[src/rtl/surf_dna_seq_pkg.sv]
// Shared types and constants for the device-DNA readout sequencer.
package surf_dna_seq_pkg;

    localparam int          DNA_BITS  = 96;
    localparam logic [10:0] DNA_ADDR  = 11'h008;
    localparam logic [31:0] LOAD_WORD = 32'h8000_0000;

    typedef enum logic [2:0] {
        IDLE,
        LOAD,
        READ,
        GAP,
        DONE
    } state_t;

endpackage

[src/rtl/surf_dna_seq_if.sv]
// Wishbone master-side bundle between the DNA sequencer and the ID/control interconnect.
interface surf_dna_seq_if #(
    parameter int ADR_BITS = 11
);
    logic                wbm_cyc_o;
    logic                wbm_stb_o;
    logic                wbm_we_o;
    logic [ADR_BITS-1:0] wbm_adr_o;
    logic [31:0]         wbm_dat_o;
    logic [3:0]          wbm_sel_o;
    logic                wbm_ack_i;
    logic                wbm_err_i;
    logic [31:0]         wbm_dat_i;

    modport master (
        output wbm_cyc_o, wbm_stb_o, wbm_we_o, wbm_adr_o, wbm_dat_o, wbm_sel_o,
        input  wbm_ack_i, wbm_err_i, wbm_dat_i
    );

    modport slave (
        input  wbm_cyc_o, wbm_stb_o, wbm_we_o, wbm_adr_o, wbm_dat_o, wbm_sel_o,
        output wbm_ack_i, wbm_err_i, wbm_dat_i
    );
endinterface

[src/rtl/surf_dna_seq_xfer.sv]
// Single wishbone transaction with a saturating ack timeout; cyc/stb drop on the edge that ends it.
module wb_single_xfer #(
    parameter int                  ADR_BITS = 11,
    parameter logic [ADR_BITS-1:0] ADDR     = '0,
    parameter int                  TIMEOUT  = 255
) (
    input  logic           wb_clk_i,
    input  logic           wb_rst_n_i,
    input  logic           start_i,
    input  logic           we_i,
    input  logic [31:0]    dat_i,
    input  logic [3:0]     sel_i,
    output logic           done_o,
    output logic           err_o,
    output logic [31:0]    rdata_o,
    surf_dna_seq_if.master wbm
);
    logic        r_stb;
    logic        r_we;
    logic [31:0] r_dat;
    logic [3:0]  r_sel;
    logic [7:0]  r_wait;
    logic        w_timeout;

    // err on the bus beats a simultaneous ack; timeout only fires when no ack arrived
    assign w_timeout = (r_wait == 8'(TIMEOUT));
    assign err_o     = r_stb & (wbm.wbm_err_i | (w_timeout & ~wbm.wbm_ack_i));
    assign done_o    = r_stb & wbm.wbm_ack_i & ~wbm.wbm_err_i;
    assign rdata_o   = wbm.wbm_dat_i;

    always_ff @(posedge wb_clk_i or negedge wb_rst_n_i) begin
        if (!wb_rst_n_i) begin
            r_stb  <= 1'b0;
            r_we   <= 1'b0;
            r_dat  <= '0;
            r_sel  <= '0;
            r_wait <= '0;
        end else if (start_i) begin
            r_stb  <= 1'b1;
            r_we   <= we_i;
            r_dat  <= dat_i;
            r_sel  <= sel_i;
            r_wait <= '0;
        end else if (done_o || err_o) begin
            r_stb  <= 1'b0;
            r_we   <= 1'b0;
            r_dat  <= '0;
            r_sel  <= '0;
        end else if (r_stb && (r_wait != 8'hFF)) begin
            r_wait <= r_wait + 8'd1;
        end
    end

    assign wbm.wbm_cyc_o = r_stb;
    assign wbm.wbm_stb_o = r_stb;
    assign wbm.wbm_we_o  = r_we;
    assign wbm.wbm_adr_o = ADDR;
    assign wbm.wbm_dat_o = r_dat;
    assign wbm.wbm_sel_o = r_sel;

endmodule

[src/rtl/surf_dna_sequencer.sv]
// Reads the device DNA through the ID/control DNA register: one LOAD write, then one read per bit.
// state | meaning
// IDLE  | waiting for start_i
// LOAD  | write LOAD_WORD to latch the DNA shift register
// READ  | read one DNA bit (bit 0 of the read data)
// GAP   | one cycle with cyc low before the next read
// DONE  | one-cycle completion pulse
module surf_dna_sequencer #(
    parameter int                     DNA_BITS    = surf_dna_seq_pkg::DNA_BITS,
    parameter int                     WB_ADR_BITS = 11,
    parameter logic [WB_ADR_BITS-1:0] DNA_ADDR    = surf_dna_seq_pkg::DNA_ADDR,
    parameter int                     TIMEOUT     = 255
) (
    input  logic                wb_clk_i,
    input  logic                wb_rst_n_i,
    input  logic                start_i,
    output logic                busy_o,
    output logic                done_o,
    output logic                err_o,
    output logic                dna_valid_o,
    output logic [DNA_BITS-1:0] dna_o,
    surf_dna_seq_if.master      wbm
);
    import surf_dna_seq_pkg::*;

    localparam logic [6:0] LAST_BIT = 7'(DNA_BITS - 1);

    state_t              r_state;
    state_t              w_state_nxt;
    logic [6:0]          r_bit_cnt;
    logic                r_err;
    logic                r_dna_valid;
    logic [DNA_BITS-1:0] r_dna;
    logic                w_xfer_start;
    logic                w_xfer_we;
    logic [31:0]         w_xfer_dat;
    logic [3:0]          w_xfer_sel;
    logic                w_xfer_done;
    logic                w_xfer_err;
    logic [31:0]         w_xfer_rdata;
    logic                w_last_bit;
    logic                w_unused_rdata;

    assign w_last_bit     = (r_bit_cnt == LAST_BIT);
    assign w_unused_rdata = ^w_xfer_rdata[31:1];

    always_ff @(posedge wb_clk_i or negedge wb_rst_n_i) begin
        if (!wb_rst_n_i) begin
            r_state <= IDLE;
        end else begin
            r_state <= w_state_nxt;
        end
    end

    always_comb begin
        w_state_nxt = r_state;
        case (r_state)
            IDLE: if (start_i) w_state_nxt = LOAD;
            LOAD: begin
                if (w_xfer_err)       w_state_nxt = DONE;
                else if (w_xfer_done) w_state_nxt = GAP;
            end
            READ: begin
                if (w_xfer_err)       w_state_nxt = DONE;
                else if (w_xfer_done) w_state_nxt = w_last_bit ? DONE : GAP;
            end
            GAP:     w_state_nxt = READ;
            DONE:    w_state_nxt = IDLE;
            default: w_state_nxt = IDLE;
        endcase
    end

    // transactions are launched on the edge that enters LOAD/READ so stb is registered
    always_comb begin
        w_xfer_start = 1'b0;
        w_xfer_we    = 1'b0;
        w_xfer_dat   = '0;
        w_xfer_sel   = '0;
        case (r_state)
            IDLE: begin
                if (start_i) begin
                    w_xfer_start = 1'b1;
                    w_xfer_we    = 1'b1;
                    w_xfer_dat   = LOAD_WORD;
                    w_xfer_sel   = 4'b1000;
                end
            end
            GAP: begin
                w_xfer_start = 1'b1;
                w_xfer_sel   = 4'b1111;
            end
            default: ;
        endcase
    end

    always_ff @(posedge wb_clk_i or negedge wb_rst_n_i) begin
        if (!wb_rst_n_i) begin
            r_bit_cnt   <= '0;
            r_err       <= 1'b0;
            r_dna_valid <= 1'b0;
            r_dna       <= '0;
        end else begin
            case (r_state)
                IDLE: begin
                    if (start_i) begin
                        r_bit_cnt   <= '0;
                        r_err       <= 1'b0;
                        r_dna_valid <= 1'b0;
                        r_dna       <= '0;
                    end
                end
                LOAD: if (w_xfer_err) r_err <= 1'b1;
                READ: begin
                    if (w_xfer_err) begin
                        r_err <= 1'b1;
                    end else if (w_xfer_done) begin
                        r_dna <= {w_xfer_rdata[0], r_dna[DNA_BITS-1:1]};
                        if (w_last_bit) r_dna_valid <= 1'b1;
                        else            r_bit_cnt   <= r_bit_cnt + 7'd1;
                    end
                end
                default: ;
            endcase
        end
    end

    wb_single_xfer #(
        .ADR_BITS (WB_ADR_BITS),
        .ADDR     (DNA_ADDR),
        .TIMEOUT  (TIMEOUT)
    ) u_xfer (
        .wb_clk_i   (wb_clk_i),
        .wb_rst_n_i (wb_rst_n_i),
        .start_i    (w_xfer_start),
        .we_i       (w_xfer_we),
        .dat_i      (w_xfer_dat),
        .sel_i      (w_xfer_sel),
        .done_o     (w_xfer_done),
        .err_o      (w_xfer_err),
        .rdata_o    (w_xfer_rdata),
        .wbm        (wbm)
    );

    assign busy_o      = (r_state == LOAD) || (r_state == READ) || (r_state == GAP);
    assign done_o      = (r_state == DONE);
    assign err_o       = r_err;
    assign dna_valid_o = r_dna_valid;
    assign dna_o       = r_dna;

endmodule

[src/flat_wrapper.sv]
// flat-port wrapper written by rule: the top's interface ports become plain ports
module surf_dna_sequencer_flat import surf_dna_seq_pkg::*;
#(
    parameter int                     DNA_BITS    = surf_dna_seq_pkg::DNA_BITS,
    parameter int                     WB_ADR_BITS = 11,
    parameter logic [WB_ADR_BITS-1:0] DNA_ADDR    = surf_dna_seq_pkg::DNA_ADDR,
    parameter int                     TIMEOUT     = 255
)
  (wb_clk_i, wb_rst_n_i, start_i, busy_o, done_o, err_o, dna_valid_o, dna_o, wbm_wbm_cyc_o, wbm_wbm_stb_o, wbm_wbm_we_o, wbm_wbm_adr_o, wbm_wbm_dat_o, wbm_wbm_sel_o, wbm_wbm_ack_i, wbm_wbm_err_i, wbm_wbm_dat_i);
  surf_dna_seq_if #(.ADR_BITS(11)) wbm_i ();
  input  logic wb_clk_i;
  input  logic wb_rst_n_i;
  input  logic start_i;
  output logic busy_o;
  output logic done_o;
  output logic err_o;
  output logic dna_valid_o;
  output logic [DNA_BITS-1:0] dna_o;
  output wire logic [$bits(wbm_i.wbm_cyc_o)-1:0] wbm_wbm_cyc_o;
  output wire logic [$bits(wbm_i.wbm_stb_o)-1:0] wbm_wbm_stb_o;
  output wire logic [$bits(wbm_i.wbm_we_o)-1:0] wbm_wbm_we_o;
  output wire logic [$bits(wbm_i.wbm_adr_o)-1:0] wbm_wbm_adr_o;
  output wire logic [$bits(wbm_i.wbm_dat_o)-1:0] wbm_wbm_dat_o;
  output wire logic [$bits(wbm_i.wbm_sel_o)-1:0] wbm_wbm_sel_o;
  input wire logic [$bits(wbm_i.wbm_ack_i)-1:0] wbm_wbm_ack_i;
  input wire logic [$bits(wbm_i.wbm_err_i)-1:0] wbm_wbm_err_i;
  input wire logic [$bits(wbm_i.wbm_dat_i)-1:0] wbm_wbm_dat_i;
  assign wbm_wbm_cyc_o = wbm_i.wbm_cyc_o;
  assign wbm_wbm_stb_o = wbm_i.wbm_stb_o;
  assign wbm_wbm_we_o = wbm_i.wbm_we_o;
  assign wbm_wbm_adr_o = wbm_i.wbm_adr_o;
  assign wbm_wbm_dat_o = wbm_i.wbm_dat_o;
  assign wbm_wbm_sel_o = wbm_i.wbm_sel_o;
  assign wbm_i.wbm_ack_i = wbm_wbm_ack_i;
  assign wbm_i.wbm_err_i = wbm_wbm_err_i;
  assign wbm_i.wbm_dat_i = wbm_wbm_dat_i;
  surf_dna_sequencer #(.DNA_BITS(DNA_BITS), .WB_ADR_BITS(WB_ADR_BITS), .DNA_ADDR(DNA_ADDR), .TIMEOUT(TIMEOUT)) u_core (.wb_clk_i(wb_clk_i), .wb_rst_n_i(wb_rst_n_i), .start_i(start_i), .busy_o(busy_o), .done_o(done_o), .err_o(err_o), .dna_valid_o(dna_valid_o), .dna_o(dna_o), .wbm(wbm_i));
endmodule
[config.mk]
export PLATFORM = sky130hd
export DESIGN_NAME = surf_dna_sequencer_flat
export DESIGN_NICKNAME = d
export VERILOG_FILES = /design/src/rtl/surf_dna_seq_pkg.sv /design/src/rtl/surf_dna_seq_if.sv /design/src/rtl/surf_dna_seq_xfer.sv /design/src/rtl/surf_dna_sequencer.sv /design/src/flat_wrapper.sv
export SDC_FILE = /design/constraint.sdc
export NUM_CORES = 1
export LEC_CHECK = 0
export CORE_MARGIN = 2
export CORE_UTILIZATION = 39
export CTS_CLUSTER_SIZE = 12
export DETAILED_ROUTE_END_ITERATION = 10
export PLACE_DENSITY = 0.67
export SKIP_CTS_REPAIR_TIMING = 1
export SLEW_MARGIN = 20
export SYNTH_ARGS = -nofsm -noshare
export SYNTH_HDL_FRONTEND = slang
export SYNTH_HIERARCHICAL = 1
export SYNTH_SLANG_ARGS = --single-unit
[constraint.sdc]
create_clock -name wb_clk_i -period 2.8 [get_ports wb_clk_i]
set_clock_uncertainty 0.15 [all_clocks]
set_input_delay 0.56 -clock wb_clk_i [delete_from_list [all_inputs] [get_ports wb_clk_i]]
set_output_delay 0.56 -clock wb_clk_i [all_outputs]
set_load 0.005 [all_outputs]
==> key figures <==
Min path
  • Hold Startpoint: u_core/r_bit_cnt[6]$_DFFE_PN0P_
  • Hold/Removal Path Class: flip-flop to flip-flop

Clocking
  • CTS H-tree lvls: 4
  • CTS clock-pin slew for the worst setup and hold paths: approximately 0.06 ns
  • CTS buffer count: 17
  • Clock Latency Late Sink: 0.42 ns
  • CTS tree: yes
  • Clock sink count: 154
  • Clock Root Buffer: clkbuf_16
  • Max Buffers Root-to-Sink: 2

Place
  • Hpwl dp: about 9900 um
  • RD Place Congestion: 0.7586
  • Port Buffers: 144

Drt
  • Wirelength per Cell: 14.66 um
  • Top Layer Used: met4
  • Residual DRC: 0
  • Pre-antenna DRT Iters: 4
  • Post-DRT Antenna Nets: 0
  • Iteration-0 DRC Markers: 425
  • Met2 wire length: 7702 um
  • Vias/cell: 4.839
  • DR vias: 5274
  • Wl on met1: 7242 um
  • Met3 WL: 794 um
  • Final WL: roughly 16000 um

Floorplanning
  • Die area: 0.01847 sq mm
  • Rows: 48
  • Core area: roughly 0.017 sq mm
  • I/O Pins: around 190
  • Starting Density: 0.3950
  • Die W: 135.9 um
  • Die Height: between 100 and 150 um

Logic synthesis
  • Yosys warns: 6
  • Cells after Synth: 694
  • Syn avg cell area: 9.775 sq um
  • Mapped Area: 0.006784 sq mm

STA
  • Fin crit period: ~2.6 ns
  • Unrepaired setup endpoints after global routing: false
  • Setup violation total in the final timing report: 0
  • Tcrit/Tclk final: 0.9289
  • Max frequency: 384.5 MHz
  • Slew Viols, Final: 0
  • Final hold slack: 0.3412 ns
  • Final setup TNS: 0 ns
  • Final hold violation count: 0
  • Max-slew headroom: 0.3394
  • Worst Tran Pin Value: 0.9872 ns

Critical path
  • Worst Path Required: 2.09 ns
  • Crit Path Category: flip-flop to output pin
  • CP Launch Point: u_core/r_state[2]$_DFFE_PN0P_
  • Worst Path Arrival: 1.89 ns
  • Setup crit start kind: flip-flop
  • Reg-to-Reg Start: u_core/u_xfer/r_wait[0]$_DFFE_PN0P_
  • Crit path max fanout: 9
  • Kind of end point of the critical path: output pin

Final layout
  • Final #Nets: 891
  • Area added between synthesis and finish: 35.32%
  • ANT cells: 0
  • Share of cells above drive strength 1: 0.07861

Job
  • MaxCap Viol Count: 0

GRT
  • Initial antenna violation count: 0
  • First-pass GRT wire length: 26520 um
  • Vias in the first global route: 5063
  • Gr ovfl total: 0
  • Largest net degree at the start of global routing: 101
  • Gr usage total: 0.1806

Power and ir drop
  • Pleak: between 4 and 5 nW
  • VDD IR-drop max: around 0.42 mV
  • PwrDens: 509.4 mW/mm^2

Outcome
  • Run status: completed
==> stage by stage <==
step	util	instances	power, mW	instance area (sq um)	setup slack, ns
6_report	0.5345	1090	4.676	9180	0.1991
5_1_grt	0.5345	1090	4.846	9180	0.09807
4_1_cts	0.5338	1089	4.741	9169	0.04226
3_5_place_dp	0.4988	1057	2.353	8568	0.1107
3_3_place_gp	0.4988	1057	2.354	8568	0.1515
2_1_floorplan	-	733	2.299	6930	0.5445
==> final cells by class <==
type	instances	area, sq um
Clock buffer	19	432.9
Multi-Input combinational cell	511	2711
Timing Repair Buffer	163	1713
Fill cell	1576	7996
Tap cell	225	281.5
Clock inverter	13	167.7
Sequential cell	154	3855
Inverter	5	18.77
==> state kept, by name (all words and copies together), names as in the netlist, 3 cells and up <==
name and flops:
u_core/dna_o 96, u_core/u_xfer/wbm.wbm_dat_o 32, u_core/u_xfer/wbm.wbm_sel_o 4, u_core/r_state 3, u_core/u_xfer/r_wait 8, u_core/r_bit_cnt 7
==> metal layers <==
metal / up-vias / GRT usage
met5: - / 0
met4: 0 / 0.06076
met3: 15 / 0.04922
met2: 108 / 0.2797
met1: 2557 / 0.2460
li1: 2594 / -
==> critical path: stages, from the launching register on <==
cell             delay, ns
dfrtp_2               0.50
inv_1                 0.14
nor3_1                0.28
clkdlybuf4s50_1       0.55
==> power by group <==
part	switching (mW)	total (mW)	internal, mW
clock network	0.954	2.37	1.41
logic	0.0670	0.0856	0.0187
registers	0	2.22	2.22
==> final timing paths <==
path                       cells after the start                         endpoint  slack [ns]
max                                            3                           done_o        0.20
min                                            1  u_core/r_bit_cnt[6]$_DFFE_PN0P_        0.34
max reg2reg                                    9     u_core/dna_o[88]$_DFFE_PN0P_        0.35
min reg2reg                                    1  u_core/r_bit_cnt[6]$_DFFE_PN0P_        0.34
max in group asynchronous                      3     u_core/dna_o[53]$_DFFE_PN0P_        1.34
min in group asynchronous                      2     u_core/dna_o[85]$_DFFE_PN0P_        0.45
==> cells in the final DEF (no fill, tap or decap), types with 4 or more instances in the layout <==
cell,instances
nor2_1,9
dfrtp_1,153
clkbuf_16,17
nand2b_1,4
nand3_1,102
nor3_1,4
a21oi_1,50
mux2_1,4
buf_12,10
clkdlybuf4s50_1,143
nor2b_1,5
o21ai_0,5
nand4_1,4
and4_1,4
buf_4,8
nand2_1,199
inv_1,4
conb_1,42
mux2i_1,40
Note: power is estimated with default switching activity, not from simulation.
